File: src/rtl/rv_timer_if.sv
// Bus-side signals of the rv_timer peripheral: register access from rv_core plus the irq back to it.
interface rv_timer_if;
    logic [4:0]  adr;
    logic        cs;
    logic        rdy;
    logic [3:0]  we;
    logic        re;
    logic [31:0] dw;
    logic [31:0] dr;
    logic        irq;

    modport master (output adr, cs, rdy, we, re, dw, input dr, irq);
    modport slave  (input adr, cs, rdy, we, re, dw, output dr, irq);
endinterface

File: src/rtl/rv_timer.sv
// Memory-mapped 32-bit timer with prescaler, compare match flag and level interrupt.
module rv_timer #(
    parameter int          PRESC_W  = 16,
    parameter logic [31:0] CMP_INIT = 32'hffffffff
) (
    input  logic       clk,
    input  logic       reset,
    rv_timer_if.slave  bus
);
    logic [2:0]         r_ctrl;
    logic [PRESC_W-1:0] r_presc;
    logic [PRESC_W-1:0] r_pc;
    logic [31:0]        r_count;
    logic [31:0]        r_cmp;
    logic               r_mf;
    logic [31:0]        r_dr;
    logic               r_irq;

    logic        w_wr, w_rd, w_en, w_ar, w_ie, w_tick, w_match, w_clr;
    logic [2:0]  w_sel;
    logic [31:0] w_cur, w_merged;
    logic        w_unused;

    function automatic logic [31:0] f_merge(input logic [31:0] i_old, input logic [31:0] i_new,
                                            input logic [3:0] i_be);
        logic [31:0] v;
        v = i_old;
        for (int b = 0; b < 4; b++)
            if (i_be[b]) v[8*b +: 8] = i_new[8*b +: 8];
        return v;
    endfunction

    assign w_wr     = bus.cs & bus.rdy & (bus.we != 4'b0000);
    assign w_rd     = bus.cs & bus.rdy & bus.re;
    assign w_sel    = bus.adr[4:2];
    assign w_en     = r_ctrl[0];
    assign w_ar     = r_ctrl[1];
    assign w_ie     = r_ctrl[2];
    assign w_tick   = w_en & (r_pc == r_presc);
    // Match looks at the count value before this tick's increment.
    assign w_match  = w_tick & (r_count == r_cmp);
    assign w_clr    = w_wr & (w_sel == 3'd4) & bus.we[0] & bus.dw[0];
    assign w_unused = &{1'b0, bus.adr[1:0]};

    always_comb begin
        w_cur = '0;
        case (w_sel)
            3'd0:    w_cur = {29'b0, r_ctrl};
            3'd1:    w_cur = {{(32-PRESC_W){1'b0}}, r_presc};
            3'd2:    w_cur = r_count;
            3'd3:    w_cur = r_cmp;
            3'd4:    w_cur = {31'b0, r_mf};
            default: w_cur = '0;
        endcase
    end

    // The read mux doubles as the old value for byte-lane merging.
    assign w_merged = f_merge(w_cur, bus.dw, bus.we);

    always_ff @(posedge clk or posedge reset) begin
        if (reset) begin
            r_ctrl  <= '0;
            r_presc <= '0;
            r_cmp   <= CMP_INIT;
        end else if (w_wr) begin
            case (w_sel)
                3'd0:    r_ctrl  <= w_merged[2:0];
                3'd1:    r_presc <= w_merged[PRESC_W-1:0];
                3'd3:    r_cmp   <= w_merged;
                default: ;
            endcase
        end
    end

    always_ff @(posedge clk or posedge reset) begin
        if (reset)
            r_pc <= '0;
        else if (!w_en || w_tick || (w_wr && w_sel == 3'd1))
            r_pc <= '0;
        else
            r_pc <= r_pc + PRESC_W'(1);
    end

    always_ff @(posedge clk or posedge reset) begin
        if (reset)
            r_count <= '0;
        else if (w_wr && w_sel == 3'd2)
            r_count <= w_merged;
        else if (w_tick)
            r_count <= (w_match && w_ar) ? 32'd0 : r_count + 32'd1;
    end

    // A match in the same cycle as a W1C keeps the flag set.
    always_ff @(posedge clk or posedge reset) begin
        if (reset)
            r_mf <= 1'b0;
        else if (w_match)
            r_mf <= 1'b1;
        else if (w_clr)
            r_mf <= 1'b0;
    end

    always_ff @(posedge clk or posedge reset) begin
        if (reset) begin
            r_dr  <= '0;
            r_irq <= 1'b0;
        end else begin
            r_dr  <= w_rd ? w_cur : 32'd0;
            r_irq <= r_mf & w_ie;
        end
    end

    assign bus.dr  = r_dr;
    assign bus.irq = r_irq;
endmodule

File: src/flat_wrapper.sv
// flat-port wrapper written by rule: the top's interface ports become plain ports
module rv_timer_flat 
#(
    parameter int          PRESC_W  = 16,
    parameter logic [31:0] CMP_INIT = 32'hffffffff
)
  (clk, reset, bus_adr, bus_cs, bus_rdy, bus_we, bus_re, bus_dw, bus_dr, bus_irq);
  rv_timer_if bus_i ();
  input  logic clk;
  input  logic reset;
  input wire logic [$bits(bus_i.adr)-1:0] bus_adr;
  input wire logic [$bits(bus_i.cs)-1:0] bus_cs;
  input wire logic [$bits(bus_i.rdy)-1:0] bus_rdy;
  input wire logic [$bits(bus_i.we)-1:0] bus_we;
  input wire logic [$bits(bus_i.re)-1:0] bus_re;
  input wire logic [$bits(bus_i.dw)-1:0] bus_dw;
  output wire logic [$bits(bus_i.dr)-1:0] bus_dr;
  output wire logic [$bits(bus_i.irq)-1:0] bus_irq;
  assign bus_i.adr = bus_adr;
  assign bus_i.cs = bus_cs;
  assign bus_i.rdy = bus_rdy;
  assign bus_i.we = bus_we;
  assign bus_i.re = bus_re;
  assign bus_i.dw = bus_dw;
  assign bus_dr = bus_i.dr;
  assign bus_irq = bus_i.irq;
  rv_timer #(.PRESC_W(PRESC_W), .CMP_INIT(CMP_INIT)) u_core (.clk(clk), .reset(reset), .bus(bus_i));
endmodule
File: config.mk
export PLATFORM = sky130hd
export DESIGN_NAME = rv_timer_flat
export DESIGN_NICKNAME = d
export VERILOG_FILES = /design/src/rtl/rv_timer_if.sv /design/src/rtl/rv_timer.sv /design/src/flat_wrapper.sv
export SDC_FILE = /design/constraint.sdc
export NUM_CORES = 1
export LEC_CHECK = 0
export CORE_UTILIZATION = 64
export CTS_BUF_LIST = sky130_fd_sc_hd__clkbuf_8
export DETAILED_ROUTE_END_ITERATION = 6
export PLACE_DENSITY = 0.95
export SYNTH_ARGS = -nofsm -noshare
export SYNTH_HDL_FRONTEND = slang
export SYNTH_SLANG_ARGS = --single-unit
export TNS_END_PERCENT = 1
File: constraint.sdc
create_clock -name clk -period 8.4 [get_ports clk]
set_input_delay 0.84 -clock clk [delete_from_list [all_inputs] [get_ports clk]]
set_output_delay 0.84 -clock clk [all_outputs]
set_load 0.01 [all_outputs]
=== Word-level counts from Yosys, hierarchy flattened ===
Cells that the tools add are included.

* $add $sub $neg: 2
* Eq/ne operators: 6
* Muxes and demuxes: 12
* Bitwise gates (word level): 9
* Reductions and logical operators: 13

{| class="wikitable"
|+ Operator list
! cell !! number
|-
| case mux 32 bit (5 select lines) || 1
|-
| 2-to-1 mux 32 bit || 4
|-
| adder 32 x 1 -> 32 bit, second input constant || 1
|-
| equality test 32 bit || 1
|-
| 2-to-1 mux 8 bit || 4
|-
| adder 16 x 1 -> 16 bit, second input constant || 1
|-
| equality test 16 bit || 1
|-
| 2-to-1 mux 16 bit || 1
|-
| bitwise AND 1 bit || 9
|-
| equality test 3 x 2 -> 1 bit, second input constant || 2
|-
| AND reduction 2 bit || 3
|-
| nonzero test 2 bit || 2
|-
| nonzero test 4 bit || 1
|-
| equality test 3 x 1 -> 1 bit, second input constant || 1
|-
| equality test 3 bit, second input constant || 1
|-
| logical AND 1 bit || 3
|-
| logical NOT 3 bit || 1
|-
| logical OR 1 bit || 2
|-
| 2-to-1 mux 1 bit || 2
|-
| logical NOT 1 bit || 1
|}

* Register bits: 133
* Input port bits: 46
* Output and inout bits: 33
* Word-level logic and storage cells: 50

=== Depth between registers and ports, before layout ===
* Depth in word-level cells: 7
* Depth in mapped cells: 9
* Depth with buffers taken out: 7

=== Least setup slack after synthesis ===
OpenSTA, ideal clock, no wires.

* Path kind: input-to-reg
* From: input bus_we[1]
* To: register u_core.r_count[24]
* Setup time: 0.133 ns
* Arrival: 2.353 ns
* Required time: 8.267 ns
* Path slack: 5.915 ns
* Stages on the path: 8
* Path buffers: 2
* Path through: clkbuf_1 -> or4_4 -> and4_4 -> buf_6 -> nor2_4 -> a2111oi_4 -> xnor2_1 -> o22ai_2

* Cells in the longest elaborated chain, start to end: 4
* Elaborated cells on any way between the ends: 5

{| class="wikitable"
|+ Ends and longest elaborated chain
! item !! line !! text
|-
| start, declared || flat_wrapper.sv:14 || <nowiki>input wire logic [$bits(bus_i.we)-1:0] bus_we;</nowiki>
|-
| nonzero test 4 bit * || rv_timer.sv:33 || <nowiki>assign w_wr = bus.cs & bus.rdy & (bus.we != 4'b0000);</nowiki>
|-
| bitwise AND 1 bit * || rv_timer.sv:33 ||
|-
| logical AND 1 bit * || rv_timer.sv:87 || <nowiki>else if (w_wr && w_sel == 3'd2)</nowiki>
|-
| 2-to-1 mux 32 bit or nonzero test 2 bit (tied branches) || -- ||
|-
| end signal, assigned || rv_timer.sv:88 || <nowiki>r_count <= w_merged;</nowiki>
|-
| end signal, assigned || rv_timer.sv:90 || <nowiki>r_count <= (w_match && w_ar) ? 32'd0 : r_count + 32'd1;</nowiki>
|-
| end, declared || rv_timer.sv:13 || <nowiki>logic [31:0] r_count;</nowiki>
|}

Mark *: on every way between the ends. The rest lies on a longest branch, timed or not.
A chain may end at the register's enable or synchronous reset.

=== Worst setup path after layout ===
* From: register u_core.r_pc[2]
* To: register u_core.r_count[27]

* Cells in the longest elaborated chain, start to end: 7
* Elaborated cells on any way between the ends: 8

{| class="wikitable"
|+ Ends and longest elaborated chain
! item !! line !! text
|-
| start, declared || rv_timer.sv:12 || <nowiki>logic [PRESC_W-1:0] r_pc;</nowiki>
|-
| start signal, assigned || rv_timer.sv:81 || <nowiki>r_pc <= r_pc + PRESC_W'(1);</nowiki>
|-
| equality test 16 bit * || rv_timer.sv:39 || <nowiki>assign w_tick = w_en & (r_pc == r_presc);</nowiki>
|-
| bitwise AND 1 bit * || rv_timer.sv:39 ||
|-
| bitwise AND 1 bit || rv_timer.sv:41 || <nowiki>assign w_match = w_tick & (r_count == r_cmp);</nowiki>
|-
| logical AND 1 bit || rv_timer.sv:90 ||
|-
| 2-to-1 mux 32 bit || rv_timer.sv:90 ||
|-
| 2-to-1 mux 32 bit || rv_timer.sv:89 || <nowiki>else if (w_tick)</nowiki>
|-
| 2-to-1 mux 32 bit || rv_timer.sv:87 ||
|}

Mark *: on every way between the ends. The rest lies on a longest branch, timed or not. The select of a mux whose other input is x is not followed.

==> out/qor.csv <==
stage,metric,value,unit
global_routing,grt_overflow,0,
yosys,yosys_register_bits,133,
yosys,synth_edf_count,0,
pwr,switching_share,30.89,%
clock_tree,cts_root_buffer,clkbuf_8,
global_routing,grt_pass1_wl,34.21,mm
sta,fin_skew,0.01199,ns
clock_tree,cts_buffers,17,
yosys,synth_area_per_cell,9.683,um^2
sta,maxSlewHeadroom,22.20,%
pwr,p_leak,3.599,nW
drt,dr.pass1.iters,7,
die,ios,79,
global_routing,use_met2,56.92,%
global_routing,grt.total_usage,35.55,%
global_routing,grt_pass1_vias,6669,
yosys,synth_mux_area_share,7.333,%
sta,clock.fmax,285.0,MHz
die,die_w,111.5,um
sta,rsz0062_at_grt,false,
clock_tree,ctsLongestPathBuffers,2,
yosys,ys_warn_count,0,
yosys,synthesis.nets,841,
yosys,synth.cell_area,7679,um^2
yosys,async_flop_share,100.0,%
drt,wl_per_cell,21.15,um
sta,finalCriticalPeriod,3.509,ns
pwr,intPower,1.227,mW
setup_path,crit_path_cell_trace,xor2_1 > nor4_1 > nand4_1 > or2_1 > o21ai_4 > o22ai_1,
sta,final_hold_viol_count,0,
yosys,synth_top_family_by_area,simple AND/OR/NAND/NOR gates,
drt,antenna_left,0,
setup_path,arrival,3.83,ns
drt,vias_per_cell,6.814,
die,dieArea,12440,um^2
yosys,synthFlopType,dfrtp_1,
drt,drtIter0Drc,957,
finish,synthToLayoutAreaGrowth,14.14,%
yosys,yosys-top-cells-count,"dfrtp_1 (101), nor2_1 (73), nand2_1 (69), xnor2_1 (43)",
finish,fillerInstances,723,
finish,nNetsFinal,879,
run,max_cap_violations,0,
yosys,synth_compound_area_share,14.08,%
outcome,violations,design-rule violations,
finish,final_layout_size_suffix_gt1_share,16.11,%
setup_path,crit_type,reg -> reg,
clock_tree,cts_tree,yes,
setup_path,start_kind,register,
placed_design,gp_congestion,0.9056,
yosys,yosys.area_share.xor_xnor,7.414,%
pwr,peakVddDrop,129.4,uV
pwr,cellPowerDensity,202.5,nW/um^2
drt,route.vias.total,6725,
finish,fin_util,75.79,%
die,initial_utilization,66.40,%
clock_tree,holdBufCountCts,0,
global_routing,grt.met3_usage,10.29,%
pwr,clkPwrFrac,31.5,%
sta,setup_tns,0,ns
global_routing,antenna_found_initial,0,
placed_design,hpwl,13.82,mm
global_routing,gr-max-usage-layer,met2,
clock_tree,postCtsSetupRepairBufs,0,
yosys,yosys.area.top_type_share,32.92,%
setup_path,slowest_delay,0.88,ns
yosys,ys_seq_area_share,43.87,%
clock_tree,cts_max_level,4,
setup_path,cp_max_fo,18,
placed_design,portBuffers,76,
die,die-height,111.5,um
pwr,p_seq_share,47.0,%
yosys,synthSimpleGateAreaFrac,22.13,%
yosys,yosys-top-cells-area,"dfrtp_1 (33%), dfstp_2 (11%), xnor2_1 (4.9%)",
finish,diodes,0,
drt,totalWireLength,20.87,mm
pwr,comb_power_share,21.5,%
die,rows,39,
drt,drc_errors,8,
finish,design_area,8765,um^2
yosys,yosys.area_share.adder,0.3259,%
sta,period_share,41.77,%
sta,tightest_slew,1.165,ns
clock_tree,cts_sinks,133,
yosys,synth_most_common_cell,dfrtp_1,
min_path,hold_class,reg -> reg,
pwr,power.switching,0.5482,mW
clock_tree,post_cts_resized,0,
die,core,11560,um^2
sta,setup_viol,0,
sta,maxSlewViolCount,0,
yosys,synth_cells,793,
global_routing,met1_usage,43.85,%
clock_tree,clock_latency,0.47,ns
setup_path,worst_setup_path_end_kind,register,
setup_path,cp_slowest_cell,nand4_1,
placed_design,post_dp_cell_area,8356,um^2
yosys,synth_cell_type_count,71,
setup_path,cp.required,8.73,ns
yosys,yosysTopAreaCell,dfrtp_1,
clock_tree,path_clk_slew,0.08,ns
outcome,outcome,"finished, violations left",
global_routing,grt_max_degree,80,
## critical path: cells and delay by family, from the launching register on
family / cells / cell delay (ns)
DFF: 1 / 0.44
and+or+nand+nor: 3 / 2.12
xor gates and xnor gates: 1 / 0.21
AOI/OAI and AO/OA: 2 / 0.60
## flip-flops by register name, indices dropped and copies added, names as in the netlist
name / count
u_core.bus.irq: 1
u_core.bus.dr: 32
u_core.r_pc: 16
u_core.r_mf: 1
u_core.r_ctrl: 3
u_core.r_presc: 16
u_core.r_count: 32
u_core.r_cmp: 32
## per-stage QoR
stage | hold slack (ns) | total power [mW] | worst slack (ns) | instances
final | 0.5003 | 1.775 | 4.891 | 987
after global routing | 0.5143 | 1.842 | 4.679 | 987
after CTS | 0.5034 | 1.766 | 4.969 | 987
after detailed placement | 0.4874 | 1.212 | 4.518 | 955
after global placement | 0.4803 | 1.188 | 4.566 | 955
after floorplan | 0.4585 | 1.085 | 4.059 | 793
## layout by cell type (no fill, tap or decap), types with 3 or more instances in the layout
master,synthesis,final
nor2b_1,16,16
mux2_2,30,30
nor4_4,4,4
nand4_1,32,32
xor2_1,22,22
xnor2_1,43,43
bufinv_16,0,3
inv_1,9,16
nand3b_1,3,3
or2_2,12,12
o21ai_0,40,40
dfrtp_1,101,101
a22o_1,15,15
o22ai_1,7,7
a21oi_1,25,25
dfstp_2,32,32
a2bb2oi_1,4,4
nor4_1,4,4
nand4_2,3,3
buf_4,4,9
a22oi_1,19,19
mux2i_1,18,18
nor3_1,17,17
and3_1,9,9
a41oi_1,3,3
nand2b_1,3,3
o22a_1,3,3
nor2_1,73,72
a31oi_1,14,14
clkbuf_8,0,21
and2_1,6,6
clkdlybuf4s50_1,0,76
nand2_1,69,69
nand3_1,40,40
or3_1,3,3
## cell families (layout without fill, tap and decap cells)
| family | Yosys count | after routing |
|---|---|---|
| and+or+nand+nor | 312 | 312 |
| AOI/OAI and AO/OA | 155 | 155 |
| muxes | 50 | 50 |
| adders and majority gates | 2 | 2 |
| xor gates and xnor gates | 65 | 65 |
| buffers and inverters | 76 | 127 |
| DFF | 133 | 133 |
## routing by layer
layer	share of wire (%)	vias up
met5	0	-
met4	4.5	0
met3	10	94
met2	48	435
met1	37	3270
li1	-	2926
## path summary, 6_finish.rpt
check | slack, ns | start | cells past startpoint | end
worst max-delay path | 4.89 | u_core.r_pc[2] | 6 | u_core.r_count[27]
worst min-delay path | 0.50 | u_core.r_cmp[29] | 2 | u_core.r_cmp[29]
worst max register to register | 4.89 | u_core.r_pc[2] | 6 | u_core.r_count[27]
worst min register to register | 0.50 | u_core.r_cmp[29] | 2 | u_core.r_cmp[29]
max in group asynchronous | 6.11 | reset | 3 | u_core.r_count[20]
min in group asynchronous | 0.84 | reset | 2 | u_core.bus.dr[0]
## power by group through the flow
stage / sequential, mW / combinational [mW] / clock [mW]
2_1_floorplan: 0.808 / 0.277 / 0
3_3_place_gp: 0.834 / 0.355 / 0
3_5_place_dp: 0.841 / 0.371 / 0
4_1_cts: 0.830 / 0.376 / 0.560
5_1_grt: 0.841 / 0.415 / 0.586
6_report: 0.835 / 0.381 / 0.559
## cell type report
class                      count  area, um^2  share of cell area (%)
clock buffer                  21       289.0                   3.298
clock inverter                11       120.1                   1.370
tap                          143       178.9                   2.041
multi-input combinational    584        3940                   44.95
inverter                      10       40.04                  0.4568
sequential                   133        3368                   38.43
timing repair buffer          85       828.3                   9.450
Power figures use the tool's default switching activity.
